--- src/rtl/bw_r_irf_pkg.sv ---
`default_nettype none
// ============================================================================
//  Module   : bw_r_irf_pkg
//  Brief    : Shared state encoding, request kinds and helpers for the IRF
//             window-swap controller.
//  Revision : 1.0  initial release
// ============================================================================
package bw_r_irf_pkg;

    localparam int c_NTHR  = 4;
    localparam int c_TID_W = 2;
    localparam int c_CWP_W = 3;

    localparam logic [1:0] c_KIND_NOP     = 2'b00;
    localparam logic [1:0] c_KIND_SAVE    = 2'b01;
    localparam logic [1:0] c_KIND_RESTORE = 2'b10;
    localparam logic [1:0] c_KIND_SWAP    = 2'b11;

    typedef enum logic [2:0] {
        ST_IDLE    = 3'd0,
        ST_SAVE    = 3'd1,
        ST_GAP     = 3'd2,
        ST_RESTORE = 3'd3,
        ST_DONE    = 3'd4
    } swap_state_t;

    function automatic logic [c_NTHR-1:0] tid_onehot(input logic [c_TID_W-1:0] tid);
        logic [c_NTHR-1:0] v;
        v      = '0;
        v[tid] = 1'b1;
        return v;
    endfunction

    // A swap into the window already being saved needs no restore.
    function automatic logic [1:0] eff_kind(input logic [1:0]         kind,
                                            input logic [c_CWP_W-1:0] old_cwp,
                                            input logic [c_CWP_W-1:0] new_cwp);
        if (kind == c_KIND_SWAP && old_cwp == new_cwp)
            return c_KIND_SAVE;
        return kind;
    endfunction

endpackage
`default_nettype wire

--- src/rtl/bw_r_irf_swap_rr_arb.sv ---
`default_nettype none
// ============================================================================
//  Module   : bw_r_irf_swap_rr_arb
//  Brief    : Round-robin thread picker; search starts at the thread after ptr.
//  Revision : 1.0  initial release
// ============================================================================
module bw_r_irf_swap_rr_arb
    import bw_r_irf_pkg::*;
(
    input  logic [3:0] pending,
    input  logic [1:0] ptr,
    output logic       grant_vld,
    output logic [1:0] grant_tid
);

    logic [1:0] w_idx;

    always_comb begin
        grant_vld = 1'b0;
        grant_tid = ptr;
        w_idx     = ptr;
        for (int i = 1; i <= c_NTHR; i++) begin
            w_idx = ptr + 2'(i);
            if (!grant_vld && pending[w_idx]) begin
                grant_vld = 1'b1;
                grant_tid = w_idx;
            end
        end
    end

endmodule
`default_nettype wire

--- src/rtl/bw_r_irf_swap_ctl.sv ---
`default_nettype none
// ============================================================================
//  Module   : bw_r_irf_swap_ctl
//  Brief    : Per-thread register-window save/restore sequencer for the IRF.
//  Revision : 1.0  initial release
// ============================================================================
module bw_r_irf_swap_ctl
    import bw_r_irf_pkg::*;
#(
    parameter int NTHR = c_NTHR
)(
    input  logic             clk,
    input  logic             reset,
    input  logic             req_vld,
    output logic             req_rdy,
    input  logic [1:0]       req_tid,
    input  logic [1:0]       req_kind,
    input  logic [2:0]       req_old_cwp,
    input  logic [2:0]       req_new_cwp,
    output logic             save,
    output logic [4:0]       save_addr,
    output logic             restore,
    output logic [4:0]       restore_addr,
    output logic [NTHR-1:0]  tid_stall,
    output logic             swap_done,
    output logic [1:0]       done_tid
);

    swap_state_t             r_state;
    logic [NTHR-1:0]         r_pending;
    logic [c_TID_W-1:0]      r_ptr;
    logic [c_TID_W-1:0]      r_cur_tid;
    logic [1:0]              r_cur_kind;
    logic                    r_save;
    logic                    r_restore;
    logic                    r_swap_done;
    logic [c_TID_W-1:0]      r_done_tid;
    logic [NTHR-1:0]         r_tid_stall;
    logic [4:0]              r_save_addr;
    logic [4:0]              r_restore_addr;

    logic [1:0]              r_slot_kind [NTHR];
    logic [c_CWP_W-1:0]      r_slot_old  [NTHR];
    logic [c_CWP_W-1:0]      r_slot_new  [NTHR];

    logic                    w_hs;
    logic [NTHR-1:0]         w_set_mask;
    logic [NTHR-1:0]         w_clr_mask;
    logic                    w_grant_vld;
    logic [c_TID_W-1:0]      w_grant_tid;
    logic [1:0]              w_grant_kind;

    assign req_rdy    = ~reset & ~r_pending[req_tid];
    assign w_hs       = req_vld & req_rdy;
    assign w_set_mask = w_hs ? tid_onehot(req_tid) : '0;
    // The slot frees only at the DONE edge, so a same-thread retry waits a cycle.
    assign w_clr_mask = (r_state == ST_DONE) ? tid_onehot(r_cur_tid) : '0;

    assign w_grant_kind = eff_kind(r_slot_kind[w_grant_tid],
                                   r_slot_old[w_grant_tid],
                                   r_slot_new[w_grant_tid]);

    bw_r_irf_swap_rr_arb u_arb (
        .pending   (r_pending),
        .ptr       (r_ptr),
        .grant_vld (w_grant_vld),
        .grant_tid (w_grant_tid)
    );

    always_ff @(posedge clk) begin
        if (w_hs) begin
            r_slot_kind[req_tid] <= req_kind;
            r_slot_old[req_tid]  <= req_old_cwp;
            r_slot_new[req_tid]  <= req_new_cwp;
        end
    end

    always_ff @(posedge clk) begin
        if (reset) begin
            r_state        <= ST_IDLE;
            r_pending      <= '0;
            r_ptr          <= 2'd3;
            r_cur_tid      <= '0;
            r_cur_kind     <= c_KIND_NOP;
            r_save         <= 1'b0;
            r_restore      <= 1'b0;
            r_swap_done    <= 1'b0;
            r_done_tid     <= '0;
            r_tid_stall    <= '0;
            r_save_addr    <= '0;
            r_restore_addr <= '0;
        end else begin
            r_pending   <= (r_pending & ~w_clr_mask) | w_set_mask;
            r_save      <= 1'b0;
            r_restore   <= 1'b0;
            r_swap_done <= 1'b0;
            r_tid_stall <= '0;
            case (r_state)
                ST_IDLE: begin
                    if (w_grant_vld) begin
                        r_cur_tid      <= w_grant_tid;
                        r_ptr          <= w_grant_tid;
                        r_cur_kind     <= w_grant_kind;
                        r_save_addr    <= {w_grant_tid, r_slot_old[w_grant_tid]};
                        r_restore_addr <= {w_grant_tid, r_slot_new[w_grant_tid]};
                        case (w_grant_kind)
                            c_KIND_SWAP, c_KIND_SAVE: begin
                                r_state     <= ST_SAVE;
                                r_save      <= 1'b1;
                                r_tid_stall <= tid_onehot(w_grant_tid);
                            end
                            c_KIND_RESTORE: begin
                                r_state     <= ST_RESTORE;
                                r_restore   <= 1'b1;
                                r_tid_stall <= tid_onehot(w_grant_tid);
                            end
                            default: begin
                                r_state     <= ST_DONE;
                                r_swap_done <= 1'b1;
                                r_done_tid  <= w_grant_tid;
                            end
                        endcase
                    end
                end
                ST_SAVE: begin
                    if (r_cur_kind == c_KIND_SWAP) begin
                        // Idle cycle lets the array finish its negedge window write.
                        r_state     <= ST_GAP;
                        r_tid_stall <= tid_onehot(r_cur_tid);
                    end else begin
                        r_state     <= ST_DONE;
                        r_swap_done <= 1'b1;
                        r_done_tid  <= r_cur_tid;
                    end
                end
                ST_GAP: begin
                    r_state     <= ST_RESTORE;
                    r_restore   <= 1'b1;
                    r_tid_stall <= tid_onehot(r_cur_tid);
                end
                ST_RESTORE: begin
                    r_state     <= ST_DONE;
                    r_swap_done <= 1'b1;
                    r_done_tid  <= r_cur_tid;
                end
                ST_DONE: begin
                    r_state <= ST_IDLE;
                end
                default: begin
                    r_state <= ST_IDLE;
                end
            endcase
        end
    end

    assign save         = r_save;
    assign restore      = r_restore;
    assign swap_done    = r_swap_done;
    assign done_tid     = r_done_tid;
    assign tid_stall    = r_tid_stall;
    assign save_addr    = r_save_addr;
    assign restore_addr = r_restore_addr;

endmodule
`default_nettype wire

--- config.mk ---
export PLATFORM = sky130hd
export DESIGN_NAME = bw_r_irf_swap_ctl
export DESIGN_NICKNAME = d
export VERILOG_FILES = /design/src/rtl/bw_r_irf_pkg.sv /design/src/rtl/bw_r_irf_swap_rr_arb.sv /design/src/rtl/bw_r_irf_swap_ctl.sv
export SDC_FILE = /design/constraint.sdc
export NUM_CORES = 1
export LEC_CHECK = 0
export ABC_AREA = 1
export BUFFER_PORTS_ARGS = -buffer_cell sky130_fd_sc_hd__clkbuf_2
export CORE_MARGIN = 4
export CORE_UTILIZATION = 50
export DETAILED_ROUTE_END_ITERATION = 8
export PLACE_DENSITY_LB_ADDON = 0.2
export SYNTH_ARGS = -nofsm -noshare
export SYNTH_HDL_FRONTEND = slang
export SYNTH_SLANG_ARGS = --single-unit
--- constraint.sdc ---
create_clock -name clk -period 3.4 [get_ports clk]
set_clock_uncertainty 0.1 [all_clocks]
set_input_delay 0.34 -clock clk [delete_from_list [all_inputs] [get_ports clk]]
set_output_delay 0.34 -clock clk [all_outputs]
set_load 0.05 [all_outputs]
After elaboration in Yosys (flattened, before gate mapping)

Memories as Yosys holds them, arrays and structs flattened.
Index checks and enable logic that the tools add are counted.

Equality and inequality tests: 13
Magnitude comparators: 10
Bitwise gates (word level): 9
Mux-type cells: 51
$add $sub $neg: 3
Reductions and logical operators: 17

Operators by type and width:

| operator            | count |
|---|---|
| $lt 2x3->1 const B  | 7 |
| $mux 1              | 21 |
| $mux 4              | 5 |
| $mux 2              | 9 |
| $pmux 3 s4          | 1 |
| $pmux 4 s3          | 1 |
| $bmux 1 s2          | 5 |
| $eq 2x2->1 const B  | 4 |
| $logic_and 1x1->1   | 7 |
| $demux 1 s2         | 3 |
| $eq 3x2->1 const B  | 2 |
| $ge 2x1->1 const B  | 3 |
| $mux 3              | 2 |
| $pmux 2 s3          | 1 |
| $pmux 3 s2          | 1 |
| $reduce_or 3->1     | 2 |
| $add 2x2->2 const B | 2 |
| $and 4x4->4         | 1 |
| $ne 2x2->1 const B  | 2 |
| $not 1->1           | 4 |
| $not 4->4           | 1 |
| $or 4x4->4          | 1 |
| $reduce_and 4->1    | 1 |
| $eq 3x1->1 const B  | 1 |
| other kinds (13)    | 16 |

Bits of input ports: 13
Register bits: 32
Word-level logic and storage cells: 118
Memories kept: 3
Output and inout port bits: 20
Bits in writable memories: 32

Memories:

| memory      | words | width | read ports | clocked after Yosys merged registers in | wr ports | RTL line                | text |
|---|---|---|---|---|---|---|---|
| r_slot_new  | 4     | 3     | 1          | 0                                       | 1        | bw_r_irf_swap_ctl.sv:44 | `logic [c_CWP_W-1:0] r_slot_new [NTHR];` |
| r_slot_old  | 4     | 3     | 1          | 0                                       | 1        | bw_r_irf_swap_ctl.sv:43 | `logic [c_CWP_W-1:0] r_slot_old [NTHR];` |
| r_slot_kind | 4     | 2     | 1          | 0                                       | 1        | bw_r_irf_swap_ctl.sv:42 | `logic [1:0] r_slot_kind [NTHR];` |

Logic depth before layout (Yosys ltp)

Gate-level depths: netlist of run 1.
An unclocked memory read counts as a cell.

Word-level depth: 23
Gate-level depth with buffers: 20

Hierarchy

From an unflattened synthesis of run 1, not the netlist that was laid out.

Cells, all modules: 354
Area, all modules: 2920.3 sq um

Modules (own cells, without submodules):

| module               | cells an instance | area each (sq um) | instances |
|---|---|---|---|
| bw_r_irf_swap_ctl    | 308               | 2688.8            | 1 |
| bw_r_irf_swap_rr_arb | 46                | 231.5             | 1 |

Worst setup path after synthesis of run 1

No wires, ideal clock.

Path kind: input port to flip-flop
From: in reset
To: mem r_slot_kind[0][0], enable pin
Path buffers: 1
Library setup time: 386 ps
Data arrival time: 4252 ps
Cell stages on the path: 4
Required time: 2914 ps
Setup slack: -1338 ps
Path through: clkbuf_1 -> a2111oi_0 -> nand2_1 -> nor3_1

Word-level cells in the longest chain between the ends: 5

RTL lines:

| what                         | RTL line                | text |
|---|---|---|
| start: declaration           | bw_r_irf_swap_ctl.sv:13 | `input logic reset,` |
| $not 1->1                    | bw_r_irf_swap_ctl.sv:53 | `assign req_rdy = ~reset & ~r_pending[req_tid];` |
| $and 1x1->1                  | bw_r_irf_swap_ctl.sv:53 |  |
| named net req_rdy            | bw_r_irf_swap_ctl.sv:15 | `output logic req_rdy,` |
| $and 1x1->1                  | bw_r_irf_swap_ctl.sv:54 | `assign w_hs = req_vld & req_rdy;` |
| $mux 1                       | bw_r_irf_swap_ctl.sv:71 | `if (w_hs) begin` |
| $mux 1 (not written as such) | bw_r_irf_swap_ctl.sv:72 | `r_slot_kind[req_tid] <= req_kind;` |
| end: declaration             | bw_r_irf_swap_ctl.sv:42 |  |

The timed path passes the listed nets, and every way through them passes these cells.

Final worst setup path of run 1

From: reg r_ptr[0]
To: reg r_tid_stall[0], in the netlist tid_stall[0]

Word-level cells in the longest chain between the ends: 23
Elaborated cells between the ends (all ways): 45

RTL lines:

| what                                            | RTL line                   | text |
|---|---|---|
| start: declaration                              | bw_r_irf_swap_ctl.sv:31    | `logic [c_TID_W-1:0] r_ptr;` |
| start signal: assignment                        | bw_r_irf_swap_ctl.sv:102   | `r_ptr <= w_grant_tid;` |
| $add 2x1->2                                     | bw_r_irf_swap_rr_arb.sv:23 | `w_idx = ptr + 2'(i);` |
| $bmux 1 s2                                      | bw_r_irf_swap_rr_arb.sv:24 | `if (!grant_vld && pending[w_idx]) begin` |
| $mux 1 (not written as such)                    | bw_r_irf_swap_rr_arb.sv:24 |  |
| $mux 1                                          | bw_r_irf_swap_rr_arb.sv:24 |  |
| $logic_not 1->1                                 | bw_r_irf_swap_rr_arb.sv:24 |  |
| $logic_and 1x1->1                               | bw_r_irf_swap_rr_arb.sv:24 |  |
| $mux 1                                          | bw_r_irf_swap_rr_arb.sv:24 |  |
| $logic_not 1->1                                 | bw_r_irf_swap_rr_arb.sv:24 |  |
| [... 7 more ...]                                | n/a                        |  |
| $logic_and 1x1->1                               | bw_r_irf_pkg.sv:38         | `if (kind == c_KIND_SWAP && old_cwp == new_cwp)` |
| $mux 1                                          | bw_r_irf_pkg.sv:38         |  |
| $mux 2                                          | bw_r_irf_pkg.sv:40         | `return kind;` |
| $eq 2x2->1 / $eq 2x1->1 (equally long branches) | bw_r_irf_swap_ctl.sv:106   | `case (w_grant_kind)` |
| $reduce_or 3->1 (no source line)                | n/a                        |  |
| $mux 4                                          | n/a                        |  |
| $mux 4 (*)                                      | bw_r_irf_swap_ctl.sv:100   | `if (w_grant_vld) begin` |
| $pmux 4 s3 (*)                                  | bw_r_irf_swap_ctl.sv:98    | `case (r_state)` |
| end signal: assignment                          | bw_r_irf_swap_ctl.sv:110   | `r_tid_stall <= tid_onehot(w_grant_tid);` |
| end signal: assignment                          | bw_r_irf_swap_ctl.sv:115   | `r_tid_stall <= tid_onehot(w_grant_tid);` |
| end signal: assignment                          | bw_r_irf_swap_ctl.sv:129   | `r_tid_stall <= tid_onehot(r_cur_tid);` |
| end: declaration                                | bw_r_irf_swap_ctl.sv:38    | `logic [NTHR-1:0] r_tid_stall;` |

Mark *: on every way between the ends. The rest lies on a longest branch, timed or not. The select of a mux whose other input is x is not followed.
A chain may end at the register's enable or synchronous reset.

==> results of run 1 <==
cells by family after synthesis:
family	share of synthesized area (%)
flops	50.8
buf+inv	8.32
compound gates	9.03
simple gates	31.8
state kept, by name, summed over array words and instances, names as in the netlist:
| signal | cells |
|---|---|
| save | 1 |
| r_slot_new | 12 |
| r_state | 3 |
| r_slot_old | 12 |
| tid_stall | 4 |
| r_cur_tid | 2 |
| restore_addr | 3 |
| r_slot_kind | 8 |
| swap_done | 1 |
| restore | 1 |
| r_pending | 4 |
| r_cur_kind | 2 |
| r_ptr | 2 |
| save_addr | 3 |
| done_tid | 2 |
power by group through the flow:
stage | combinational, mW | sequential, mW | clock, mW
finish | 1.35 | 0.935 | 0.574
CTS | 1.35 | 0.935 | 0.589
global placement | 1.34 | 0.947 | 0
detailed placement | 1.34 | 0.950 | 0
global route | 1.52 | 0.949 | 0.619
floorplan | 0.918 | 1.15 | 0
cells in the mapped netlist, drive strengths merged:
| cell type | instances | share of area (%) |
|---|---|---|
| inv | 41 | 5.3 |
| edfxtp | 32 | 32 |
| o22ai | 2 | 0.42 |
| a22oi | 1 | 0.25 |
| nand3 | 31 | 5.6 |
| a211oi | 1 | 0.25 |
| o311ai | 1 | 0.29 |
| nor3 | 8 | 1.3 |
| a31oi | 2 | 0.42 |
| a2111oi | 1 | 0.29 |
| buf | 10 | 2.6 |
| clkbuf | 3 | 0.38 |
| or4 | 1 | 0.25 |
| nand2 | 137 | 20 |
| and2 | 2 | 0.42 |
| o31ai | 1 | 0.25 |
| nor2 | 24 | 3.1 |
| a21oi | 11 | 1.8 |
| nand3b | 5 | 1.3 |
| o211ai | 8 | 2.0 |
| dfxtp | 28 | 19 |
| o21ai | 15 | 3.0 |
cell type report:
class / instances / area share (%)
sequential: 60 / 45.2
tap: 72 / 2.67
clock inverter: 3 / 0.594
multi-input combinational: 251 / 36.5
clock buffer: 13 / 4.72
timing repair buffer: 36 / 5.65
inverter: 41 / 4.72
layer usage:
| layer | GRT usage (%) | vias to the layer above |
|---|---|---|
| met5 | 0 | - |
| met4 | 6.91 | 0 |
| met3 | 5.44 | 11 |
| met2 | 32.9 | 68 |
| met1 | 23.1 | 1124 |
| li1 | - | 1264 |
path summary, 6_finish.rpt:
kind | end | slack [ns] | depth (start not counted)
hold reg to reg | r_cur_kind[0]$_SDFFE_PP0P_ | 0.38 | 2
setup reg to reg | tid_stall[0]$_SDFF_PP0_ | 0.62 | 16
hold / removal | r_slot_new[1][2]$_DFFE_PP_ | 0.13 | 1
setup / recovery | tid_stall[0]$_SDFF_PP0_ | 0.62 | 16
worst register-to-register path, stage by stage, from the launching register on:
cell	delay, ns
sky130_fd_sc_hd__dfxtp_1	0.59
sky130_fd_sc_hd__inv_2	0.20
sky130_fd_sc_hd__nand2_2	0.12
sky130_fd_sc_hd__nand2_2	0.08
sky130_fd_sc_hd__nand2_2	0.09
sky130_fd_sc_hd__nand2_4	0.08
sky130_fd_sc_hd__inv_4	0.09
sky130_fd_sc_hd__nand3_4	0.19
sky130_fd_sc_hd__nand2_4	0.31
sky130_fd_sc_hd__inv_2	0.08
sky130_fd_sc_hd__nand2_1	0.07
sky130_fd_sc_hd__nand2_1	0.06
sky130_fd_sc_hd__o21ai_2	0.20
sky130_fd_sc_hd__nand2_2	0.11
sky130_fd_sc_hd__nand2_1	0.11
sky130_fd_sc_hd__o22ai_1	0.07
sky130_fd_sc_hd__and2_1	0.14
==> results.md, run 1 <==
- Sw Share: a little under half
- Period utilization: between 80% and 90%
- Total power density per cell area: between 800 and 900 mW/mm^2
- Layout fillers: 489
- Initial standard-cell utilization of the core: a little over half
- Pre-CTS setup slack: between 0.6 and 0.7 ns
- IO Count: 33
- Sequential cell area: 0.00152 mm^2
- Worst-case setup margin in the final layout: a little over 0.6 ns
- Total nets after synthesis: between 300 and 400
- Worst hold slack after final layout: ~0.13 ns
- Ant. Diodes: 0
- Wire length of the first global-routing pass: 11000 um
- Most used cells in the layout excluding fill and tap cells: sky130_fd_sc_hd__nand2_1, sky130_fd_sc_hd__inv_1, sky130_fd_sc_hd__clkbuf_2, sky130_fd_sc_hd__edfxtp_1, sky130_fd_sc_hd__nand3_1
- Routed metal-1 wire length: approximately 2800 um
- Setup Crit Path Kind: reg2reg
- Portion of the post-synthesis area used by sequential elements: roughly half
- Via count of the first global-routing pass: 2431
- VDD IR max: approximately 0.47 mV
- Die H: between 80 and 90 um
- Post-CTS setup buffer count: 0
- Number of warnings reported in the yosys synthesis log: 0
- Max_slew headroom: about 70%
- Number of buffers added on ports: 32
- Maximum Capacitance Violations: 0
- Vias post-DR: 2467
- Inserted Clock Buffers: 9
- Required time at the worst-slack endpoint: 3.53 ns
- Startpoint class of the critical path: flip-flop
- Horizontal die dimension: ~85 um
- Count of cells resized by post-cts repair: 0
- Relative contribution of the clock network to total power: between 20 and 25%
- CTS tree: yes
- Kind of end point of the critical path: flip-flop
- Sequential group share of total power: 32.7%
- Unrepaired setup endpoints after global routing: false
- Area overhead of the layout relative to synthesis: 12.5%
- Area enclosed by the die boundary: 0.00729 mm^2
- Sinks on the clock net: 60
- List of cells traversed by the critical path: inv_2 -> nand2_2 -> nand2_2 -> nand2_2 -> nand2_4 -> inv_4 -> nand3_4 -> nand2_4 -> inv_2 -> nand2_1 -> nand2_1 -> o21ai_2 -> nand2_2 -> nand2_1 -> o22ai_1 -> and2_1
- Global route overflow: 0
- Number of cells in the design after placement: 460
- RD Place Congestion: about 0.9
- Clk_lat worst skew: between 0.3 and 0.4 ns
- Buf/Inv on CP: 3
- Most frequent standard cell in the layout excluding fill and tap cells: sky130_fd_sc_hd__nand2_1
- WL met2: just over 3000 um
- Start point of the critical path: r_ptr[0]$_SDFFE_PP1P_
- Root Buffer Master: sky130_fd_sc_hd__clkbuf_8
- Count of final setup violators: 0
- Rows: 27
- Most numerous cell on the critical path: sky130_fd_sc_hd__nand2_2
- Antenna Nets Post-Route: 0
- Synthesis-stage register bit count: 60
- Slowest cell on crit path: sky130_fd_sc_hd__dfxtp_1
- DRC violation count after routing: 0
- Final total power: between 2 and 3 mW
- Number of pins with negative max-slew slack in the final report: 0
- Hold WC Path Type: in2reg
- Detailed Route Iter0 Violations: 110
- Number of distinct library cells after synthesis: 32
- Fraction of final layout cells sized beyond drive strength 1: approximately a fifth
- Worst R2R Start: r_ptr[0]$_SDFFE_PP1P_
- Combinational group share of total power: 47.2%
- Slew at the pin closest to its max-slew limit: 0.444 ns
- HPWL reported at the end of detailed placement: roughly 4500 um
- Number of cells in the finished layout apart from fillers: around 480
- Clock-pin slew on the worst setup and hold paths: about 0.070 ns
- Time the final worst path needs with I/O delays and setup: 2.78 ns
- Worst hold path startpoint: req_new_cwp[2]
- Net count of the finished layout: 412
- Maximum clock frequency: 360 MHz
- Internal Pwr Total: around 1.5 mW
- H-tree levels: 3
- Finished layout cell area: 0.00337 mm^2
- Post-synthesis instance area: approximately 0.0030 mm^2
- Total wirelength of the detailed-routed design: 6400 um
- GRT Util Overall: between 10% and 20%
- CP Data Arrival Time: a little under 3 ns
- Final hold violation count: 0
- Top routing layer in use: met4
- Worst-path fanout max: 23
- Switch Pwr: 1.33 mW
- Initial antenna violation count: 0
- Setup_tns: 0 ns
- Detailed route wirelength on metal3: 377 um
- Cts-stage hold buffer count: 0
- Worst path max stage delay: just under 0.6 ns
- Routed vias/inst: about 5.2
- Area of the multi-input gates: ~0.0012 mm^2
- Core area: ~0.0056 mm^2
- Leakage Power: about 1.6 nW
- Drt first pass iters: 4
- Cell area after placement: 0.00319 mm^2
- Status: complete, no violations
- Cell family with most CP delay: simple AND/OR/NAND/NOR gates
- Largest net degree at the start of global routing: 24
- Final core utilization: roughly 60%
- Average detailed-routed wire length per instance: 13.4 um
- Mapped Avg Cell Area: between 8 and 9 um^2
- Max clock buf depth: 2
- Number of standard cells after synthesis: ~370
No activity file was read; power rests on OpenSTA's default activity.
==> run 2, diff against run 1 <==
==> constraint.sdc (replaced) <==
create_clock -name clk -period 2.32 [get_ports clk]
set_clock_uncertainty 0.1 [all_clocks]
set_input_delay 0.232 -clock clk [delete_from_list [all_inputs] [get_ports clk]]
set_output_delay 0.232 -clock clk [all_outputs]
set_load 0.05 [all_outputs]
==> run 2 against run 1 <==
Against the previous run:
- sequential cell count did not move
- critical path type unchanged
- first-iteration DRC count rose by 21%
- via count rose by 5.6%
==> results.md, run 2 (same netlist as run 1, synthesis figures left out) <==
- Net count of the finished layout: 438 (was 412)
- Finished layout cell area: 0.00375 mm^2 (was 0.00337 mm^2)
- Hold WC Path Type: in2reg (unchanged)
- Worst hold slack after final layout: 0.0133 ns (was 0.128 ns)
- Detailed Route Iter0 Violations: 133 (was 110)
- Total power density per cell area: 1260 mW/mm^2 (was 849 mW/mm^2)
- Antenna Nets Post-Route: 0 (unchanged)
- Relative contribution of the clock network to total power: 20.1% (about the same)
- Required time at the worst-slack endpoint: 2.44 ns (was 3.53 ns)
- Time the final worst path needs with I/O delays and setup: 2.18 ns (was 2.78 ns)
- Largest net degree at the start of global routing: 19 (was 24)
- DRC violation count after routing: 0 (unchanged)
- Final hold violation count: 0 (unchanged)
- Fraction of final layout cells sized beyond drive strength 1: 29.8% (was 20.8%)
- Root Buffer Master: sky130_fd_sc_hd__clkbuf_8 (unchanged)
- Most frequent standard cell in the layout excluding fill and tap cells: sky130_fd_sc_hd__nand2_1 (unchanged)
- Sequential group share of total power: 29.3% (was 32.7%)
- Max_slew headroom: 70.0% (was 70.4%)
- R2r worst-path depth: 16 (unchanged)
- Count of final setup violators: 0 (unchanged)
- Inserted Clock Buffers: 9 (unchanged)
- H-tree levels: 3 (unchanged)
- Area overhead of the layout relative to synthesis: 25.3% (was 12.5%)
- CP Data Arrival Time: 2.30 ns (was 2.91 ns)
- Wire length of the first global-routing pass: 11100 um (was 11000 um)
- Status: complete, no violations (unchanged)
- Number of cells in the finished layout apart from fillers: 502 (was 476)
- Clock-pin slew on the worst setup and hold paths: 0.07 ns (about the same)
- Period utilization: 93.9% (was 81.7%)
- Startpoint class of the critical path: flip-flop (unchanged)
- Vias post-DR: 2606 (was 2467)
- Total wirelength of the detailed-routed design: 6950 um (was 6400 um)
- Horizontal die dimension: 85.4 um (unchanged)
- Most used cells in the layout excluding fill and tap cells: sky130_fd_sc_hd__nand2_1, sky130_fd_sc_hd__inv_1, sky130_fd_sc_hd__clkbuf_2, sky130_fd_sc_hd__edfxtp_1, sky130_fd_sc_hd__nand3_1 (unchanged)
- Worst-path fanout max: 6 (was 23)
- Rows: 27 (unchanged)
- Kind of end point of the critical path: flip-flop (unchanged)
- Worst Setup EP: r_cur_kind[1]$_SDFFE_PP0P_ (was tid_stall[0]$_SDFF_PP0_)
- Area enclosed by the die boundary: 0.00729 mm^2 (unchanged)
- CTS tree: yes (unchanged)
- Worst R2R Start: r_ptr[0]$_SDFFE_PP1P_ (unchanged)
- Maximum clock frequency: 459 MHz (was 360 MHz)
- Leakage Power: 1.73 nW (was 1.56 nW)
- Clk_lat worst skew: 0.34 ns (was 0.33 ns)
- Number of buffers added on ports: 32 (unchanged)
- Initial standard-cell utilization of the core: 53.0% (unchanged)
- Routed vias/inst: 5.19 (was 5.18)
- Internal Pwr Total: 2.61 mW (was 1.53 mW)
- RD Place Congestion: 0.793 (was 0.881)
- Via count of the first global-routing pass: 2408 (was 2431)
- Setup Crit Path Kind: reg2reg (unchanged)
- Initial antenna violation count: 0 (unchanged)
- Start point of the critical path: r_ptr[0]$_SDFFE_PP1P_ (unchanged)
- Ant. Diodes: 0 (unchanged)
- Final total power: 4.71 mW (was 2.86 mW)
- Sinks on the clock net: 60 (unchanged)
- Number of cells in the design after placement: 469 (was 460)
- Average detailed-routed wire length per instance: 13.8 um (was 13.4 um)
- GRT Util Overall: 19.4% (was 19.3%)
- VDD IR max: 0.749 mV (was 0.471 mV)
- Worst R2R End: r_cur_kind[1]$_SDFFE_PP0P_ (was tid_stall[0]$_SDFF_PP0_)
- Sw Share: 44.7% (was 46.6%)
- Cell area after placement: 0.00333 mm^2 (was 0.00319 mm^2)
- Max clock buf depth: 2 (unchanged)
- Register-to-register path setup slack: 0.14 ns (was 0.62 ns)
- Die H: 85.4 um (unchanged)
- Global route overflow: 0 (unchanged)
- Slew at the pin closest to its max-slew limit: 0.445 ns (was 0.444 ns)
- Number of pins with negative max-slew slack in the final report: 0 (unchanged)
- Biggest regs: r_slot_new x12, r_slot_old x12, r_slot_kind x8 (unchanged)
- IO Count: 33 (unchanged)
- Drt first pass iters: 5 (was 4)
- HPWL reported at the end of detailed placement: 4620 um (was 4540 um)
- Core area: 0.00564 mm^2 (unchanged)
- Maximum Capacitance Violations: 0 (unchanged)
- Switch Pwr: 2.11 mW (was 1.33 mW)
- Combinational group share of total power: 50.6% (was 47.2%)
run 2: cell types whose count changed in the layout (fill, tap and decap cells not counted), sizes merged:
cell and change:
dlygate4sd3 +1, nand2 +2, clkbuf +1, inv -1, buf +23
run 2: worst max-delay path, cell delays in order, from the launching register on:
cell                      delay (ns)
sky130_fd_sc_hd__dfxtp_4        0.37
sky130_fd_sc_hd__buf_6          0.13
sky130_fd_sc_hd__nand2_1        0.07
sky130_fd_sc_hd__nand2_2        0.07
sky130_fd_sc_hd__nand2_2        0.10
sky130_fd_sc_hd__nand2_4        0.07
sky130_fd_sc_hd__o21ai_0        0.23
sky130_fd_sc_hd__nand2_2        0.13
sky130_fd_sc_hd__nand2_4        0.14
sky130_fd_sc_hd__buf_4          0.13
sky130_fd_sc_hd__nand3_1        0.09
sky130_fd_sc_hd__nand2_2        0.10
sky130_fd_sc_hd__nor2_1         0.05
sky130_fd_sc_hd__nor2_1         0.11
sky130_fd_sc_hd__nand2_1        0.07
sky130_fd_sc_hd__nand2_1        0.05
sky130_fd_sc_hd__a21oi_1        0.05
run 2: area by class of cell:
| cell class | count | area, um^2 |
|---|---|---|
| Fill cell | 463 | 1890 |
| Tap cell | 72 | 90.1 |
| Timing Repair Buffer | 60 | 397 |
| Inverter | 41 | 164 |
| Clock buffer | 14 | 195 |
| Multi-Input combinational cell | 253 | 1360 |
| Sequential cell | 60 | 1530 |
| Clock inverter | 2 | 13.8 |
run 2: repair_timing:
action,CTS,global route
pin swaps,0,10
hold endpoints to repair,4,0
gates cloned,0,2
buffers inserted,0,14
resized for setup,2,19
hold buffers,1,0
setup endpoints to repair,4,18
run 2: worst min path at each step:
stage / start / endpoint / slack [ns] / cells after the start
6_report: req_old_cwp[0] / r_slot_old[2][0]$_DFFE_PP_ / 0.01 / 1
3_3_place_gp: req_old_cwp[1] / r_slot_old[0][1]$_DFFE_PP_ / 0.35 / 1
5_1_grt: req_new_cwp[2] / r_slot_new[0][2]$_DFFE_PP_ / 0.007 / 1
3_5_place_dp: req_old_cwp[1] / r_slot_old[1][1]$_DFFE_PP_ / 0.35 / 1
2_1_floorplan: req_kind[0] / r_slot_kind[0][0]$_DFFE_PP_ / 0.23 / 0
4_1_cts: req_old_cwp[0] / r_slot_old[2][0]$_DFFE_PP_ / 0.001 / 1
run 2: power groups by stage:
| stage | registers (mW) | clock network, mW | logic, mW |
|---|---|---|---|
| floorplan | 1.68 | 0 | 1.35 |
| global placement | 1.38 | 0 | 2.04 |
| detailed placement | 1.39 | 0 | 2.07 |
| CTS | 1.37 | 0.966 | 2.11 |
| global route | 1.40 | 1.02 | 2.63 |
| finish | 1.38 | 0.948 | 2.39 |
run 2: metal layers:
layer | global-route usage [%] | vias to the layer above | wire, um
li1 | - | 1317 | -
met1 | 23.8 | 1201 | 3040
met2 | 32.4 | 71 | 3400
met3 | 5.15 | 17 | 368
met4 | 7.63 | 0 | 138
met5 | 0 | - | 0
run 2: metrics by stage:
stage	utilization (%)	setup TNS, ns	worst slack, ns
after floorplan	-	-0.207	-0.0259
after global placement	59.1	0	0.0420
after detailed placement	59.1	-0.0818	-0.0315
after CTS	63.3	0	0.0250
after global routing	66.5	-0.0879	-0.0639
final	66.5	0	0.141
==> run 3, diff against run 2 <==
==> constraint.sdc (replaced) <==
create_clock -name clk -period 2.7 [get_ports clk]
set_clock_uncertainty 0.1 [all_clocks]
set_input_delay 0.27 -clock clk [delete_from_list [all_inputs] [get_ports clk]]
set_output_delay 0.27 -clock clk [all_outputs]
set_load 0.05 [all_outputs]
==> run 3 against run 2 <==
Against the previous run:
- clock power fell by 21%
- via count shrank 7.6%
- combinational power fell by 27%
- critical path type unchanged
- global-route usage shrank 1.0 points
- hold slack gained 0.036 ns
- utilization fell by 6.1 points
- sequential share of layout area grew 3.9 points
- first-iteration DRC count fell by 34%
- power fell by 23%
==> results.md, run 3 (same netlist as run 1, synthesis figures left out) <==
- Slew at the pin closest to its max-slew limit: 0.424 ns (was 0.445 ns)
- Status: complete, no violations (unchanged)
- Startpoint class of the critical path: flip-flop (unchanged)
- IO Count: 33 (unchanged)
- Root Buffer Master: sky130_fd_sc_hd__clkbuf_8 (unchanged)
- CP Data Arrival Time: 2.58 ns (was 2.30 ns)
- H-tree levels: 3 (unchanged)
- Hold WC Path Type: in2reg (unchanged)
- Total wirelength of the detailed-routed design: 6390 um (was 6950 um)
- Initial antenna violation count: 0 (unchanged)
- Cell family with most CP delay: simple AND/OR/NAND/NOR gates (unchanged)
- Drt first pass iters: 4 (was 5)
- Ant. Diodes: 0 (unchanged)
- Via count of the first global-routing pass: 2212 (was 2408)
- Average detailed-routed wire length per instance: 13.4 um (was 13.8 um)
- Wire length of the first global-routing pass: 10300 um (was 11100 um)
- Time the final worst path needs with I/O delays and setup: 2.45 ns (was 2.18 ns)
- Clock-pin slew on the worst setup and hold paths: 0.06 ns (was 0.07 ns)
- HPWL reported at the end of detailed placement: 4670 um (was 4620 um)
- Required time at the worst-slack endpoint: 2.83 ns (was 2.44 ns)
- Net count of the finished layout: 414 (was 438)
- Antenna Nets Post-Route: 0 (unchanged)
- CTS tree: yes (unchanged)
- Biggest regs: r_slot_new x12, r_slot_old x12, r_slot_kind x8 (unchanged)
- Slowest cell on crit path: sky130_fd_sc_hd__dfxtp_1 (was sky130_fd_sc_hd__dfxtp_4)
- GRT Util Overall: 18.4% (was 19.4%)
- Count of final setup violators: 0 (unchanged)
- Leakage Power: 1.57 nW (was 1.73 nW)
- Kind of end point of the critical path: flip-flop (unchanged)
- Setup_tns: 0 ns (unchanged)
- Period utilization: 90.6% (was 93.9%)
- List of cells traversed by the critical path: buf_4 -> nand2_1 -> nand2_1 -> nand2_2 -> nand2_4 -> inv_4 -> nand2_2 -> nand2_4 -> nand2_8 -> inv_2 -> nand2_1 -> nand2_1 -> o21ai_2 -> nand3_1 -> nand2_2 -> inv_2 -> nor2_1 -> nor2_1 (was buf_6 -> nand2_1 -> nand2_2 -> nand2_2 -> nand2_4 -> o21ai_0 -> nand2_2 -> nand2_4 -> buf_4 -> nand3_1 -> nand2_2 -> nor2_1 -> nor2_1 -> nand2_1 -> nand2_1 -> a21oi_1)
- Worst-path fanout max: 23 (was 6)
- Worst path max stage delay: 0.38 ns (was 0.37 ns)
- Largest net degree at the start of global routing: 24 (was 19)
- VDD IR max: 0.586 mV (was 0.749 mV)
- Clk_lat worst skew: 0.34 ns (about the same)
- Setup Crit Path Kind: reg2reg (unchanged)
- Maximum Capacitance Violations: 0 (unchanged)
- Sinks on the clock net: 60 (unchanged)
- Area overhead of the layout relative to synthesis: 13.8% (was 25.3%)
- Initial standard-cell utilization of the core: 53.0% (unchanged)
- DRC violation count after routing: 0 (unchanged)
- Inserted Clock Buffers: 9 (unchanged)
- Max clock buf depth: 2 (unchanged)
- Area enclosed by the die boundary: 0.00729 mm^2 (unchanged)
- Total power density per cell area: 1070 mW/mm^2 (was 1260 mW/mm^2)
- Final core utilization: 60.4% (was 66.5%)
- Rows: 27 (unchanged)
- Buf/Inv on CP: 4 (was 2)
- Horizontal die dimension: 85.4 um (unchanged)
- Number of buffers added on ports: 32 (unchanged)
- Core area: 0.00564 mm^2 (unchanged)
- Unrepaired setup endpoints after global routing: false
- Maximum clock frequency: 409 MHz (was 459 MHz)
- RD Place Congestion: 0.876 (was 0.793)
- Global route overflow: 0 (unchanged)
- Final hold violation count: 0 (unchanged)
- Max_slew headroom: 71.4% (was 70.0%)
- Post-CTS setup buffer count: 0 (unchanged)
- Vias post-DR: 2409 (was 2606)
- Routed vias/inst: 5.05 (was 5.19)
- Fraction of final layout cells sized beyond drive strength 1: 21.0% (was 29.8%)
- Most numerous cell on the critical path: sky130_fd_sc_hd__nand2_1 (was sky130_fd_sc_hd__nand2_2)
- Detailed Route Iter0 Violations: 88 (was 133)
- Most used cells in the layout excluding fill and tap cells: sky130_fd_sc_hd__nand2_1, sky130_fd_sc_hd__inv_1, sky130_fd_sc_hd__clkbuf_2, sky130_fd_sc_hd__edfxtp_1, sky130_fd_sc_hd__nand3_1 (unchanged)
- Number of pins with negative max-slew slack in the final report: 0 (unchanged)
- Die H: 85.4 um (unchanged)
- Most frequent standard cell in the layout excluding fill and tap cells: sky130_fd_sc_hd__nand2_1 (unchanged)
[run 3: cell types whose count changed in the layout (fill, tap and decap cells not counted), moves of 3 or more]
cell | previous run | this run
sky130_fd_sc_hd__buf_4 | 23 | 6
sky130_fd_sc_hd__buf_6 | 3 | 0
sky130_fd_sc_hd__dfxtp_1 | 25 | 28
sky130_fd_sc_hd__nand2_1 | 109 | 117
sky130_fd_sc_hd__nand2_2 | 23 | 14
sky130_fd_sc_hd__nor3_1 | 4 | 8
sky130_fd_sc_hd__nor3_4 | 4 | 0
[run 3: path summary, 6_finish.rpt]
path | end | depth (start not counted) | slack, ns | start
worst max register to register | done_tid[1]$_SDFFE_PP0P_ | 18 | 0.25 | r_ptr[0]$_SDFFE_PP1P_
worst min-delay path | r_slot_old[3][0]$_DFFE_PP_ | 1 | 0.05 | req_old_cwp[0]
worst min register to register | r_cur_kind[0]$_SDFFE_PP0P_ | 2 | 0.37 | r_cur_kind[0]$_SDFFE_PP0P_
worst max-delay path | done_tid[1]$_SDFFE_PP0P_ | 18 | 0.25 | r_ptr[0]$_SDFFE_PP1P_
[run 3: worst register-to-register path: stages, from the launching register on]
cell	delay, ns
sky130_fd_sc_hd__dfxtp_1	0.38
sky130_fd_sc_hd__buf_4	0.19
sky130_fd_sc_hd__nand2_1	0.09
sky130_fd_sc_hd__nand2_1	0.12
sky130_fd_sc_hd__nand2_2	0.09
sky130_fd_sc_hd__nand2_4	0.09
sky130_fd_sc_hd__inv_4	0.05
sky130_fd_sc_hd__nand2_2	0.08
sky130_fd_sc_hd__nand2_4	0.13
sky130_fd_sc_hd__nand2_8	0.19
sky130_fd_sc_hd__inv_2	0.07
sky130_fd_sc_hd__nand2_1	0.06
sky130_fd_sc_hd__nand2_1	0.07
sky130_fd_sc_hd__o21ai_2	0.21
sky130_fd_sc_hd__nand3_1	0.14
sky130_fd_sc_hd__nand2_2	0.11
sky130_fd_sc_hd__inv_2	0.05
sky130_fd_sc_hd__nor2_1	0.08
sky130_fd_sc_hd__nor2_1	0.05
[run 3: final cells by class]
cell class	instances	area, um^2
clock buffers	9	124
clock inverters	6	56.3
fillers	502	2240
inverters	41	159
multi-input cells	251	1250
flip-flops and latches	60	1520
well taps	72	90.1
repair buffers	38	205
[run 3: metal layers]
| metal | share of wire (%) | track usage (%) | vias to the layer above |
|---|---|---|---|
| met3 | 3.8 | 5.24 | 10 |
| met4 | 1.3 | 7.05 | 0 |
| met5 | 0 | 0 | - |
| met2 | 47 | 30.7 | 43 |
| li1 | - | - | 1274 |
| met1 | 47 | 22.3 | 1082 |
[run 3: where the power goes]
part | switching, mW | internal, mW
Clock | 0.336 | 0.412
Combinational | 1.26 | 0.478
Sequential | 0.0794 | 1.09
[run 3: per-stage QoR]
stage	power (mW)	std cells	hold WS [ns]	area, um^2	setup slack (ns)
5_1_grt	3.90	477	0.0465	3410	0.0331
3_5_place_dp	2.91	462	0.362	3220	0.238
3_3_place_gp	2.89	462	0.355	3220	0.342
4_1_cts	3.66	477	0.0356	3400	0.222
2_1_floorplan	2.60	365	0.269	3010	0.0764
6_report	3.65	477	0.0495	3410	0.254
[run 3: timing repair]
item / in CTS / in global routing
gates resized for setup: 0 / 1
endpoints found under the setup margin: 0 / 2
hold buffers: 0 / 0
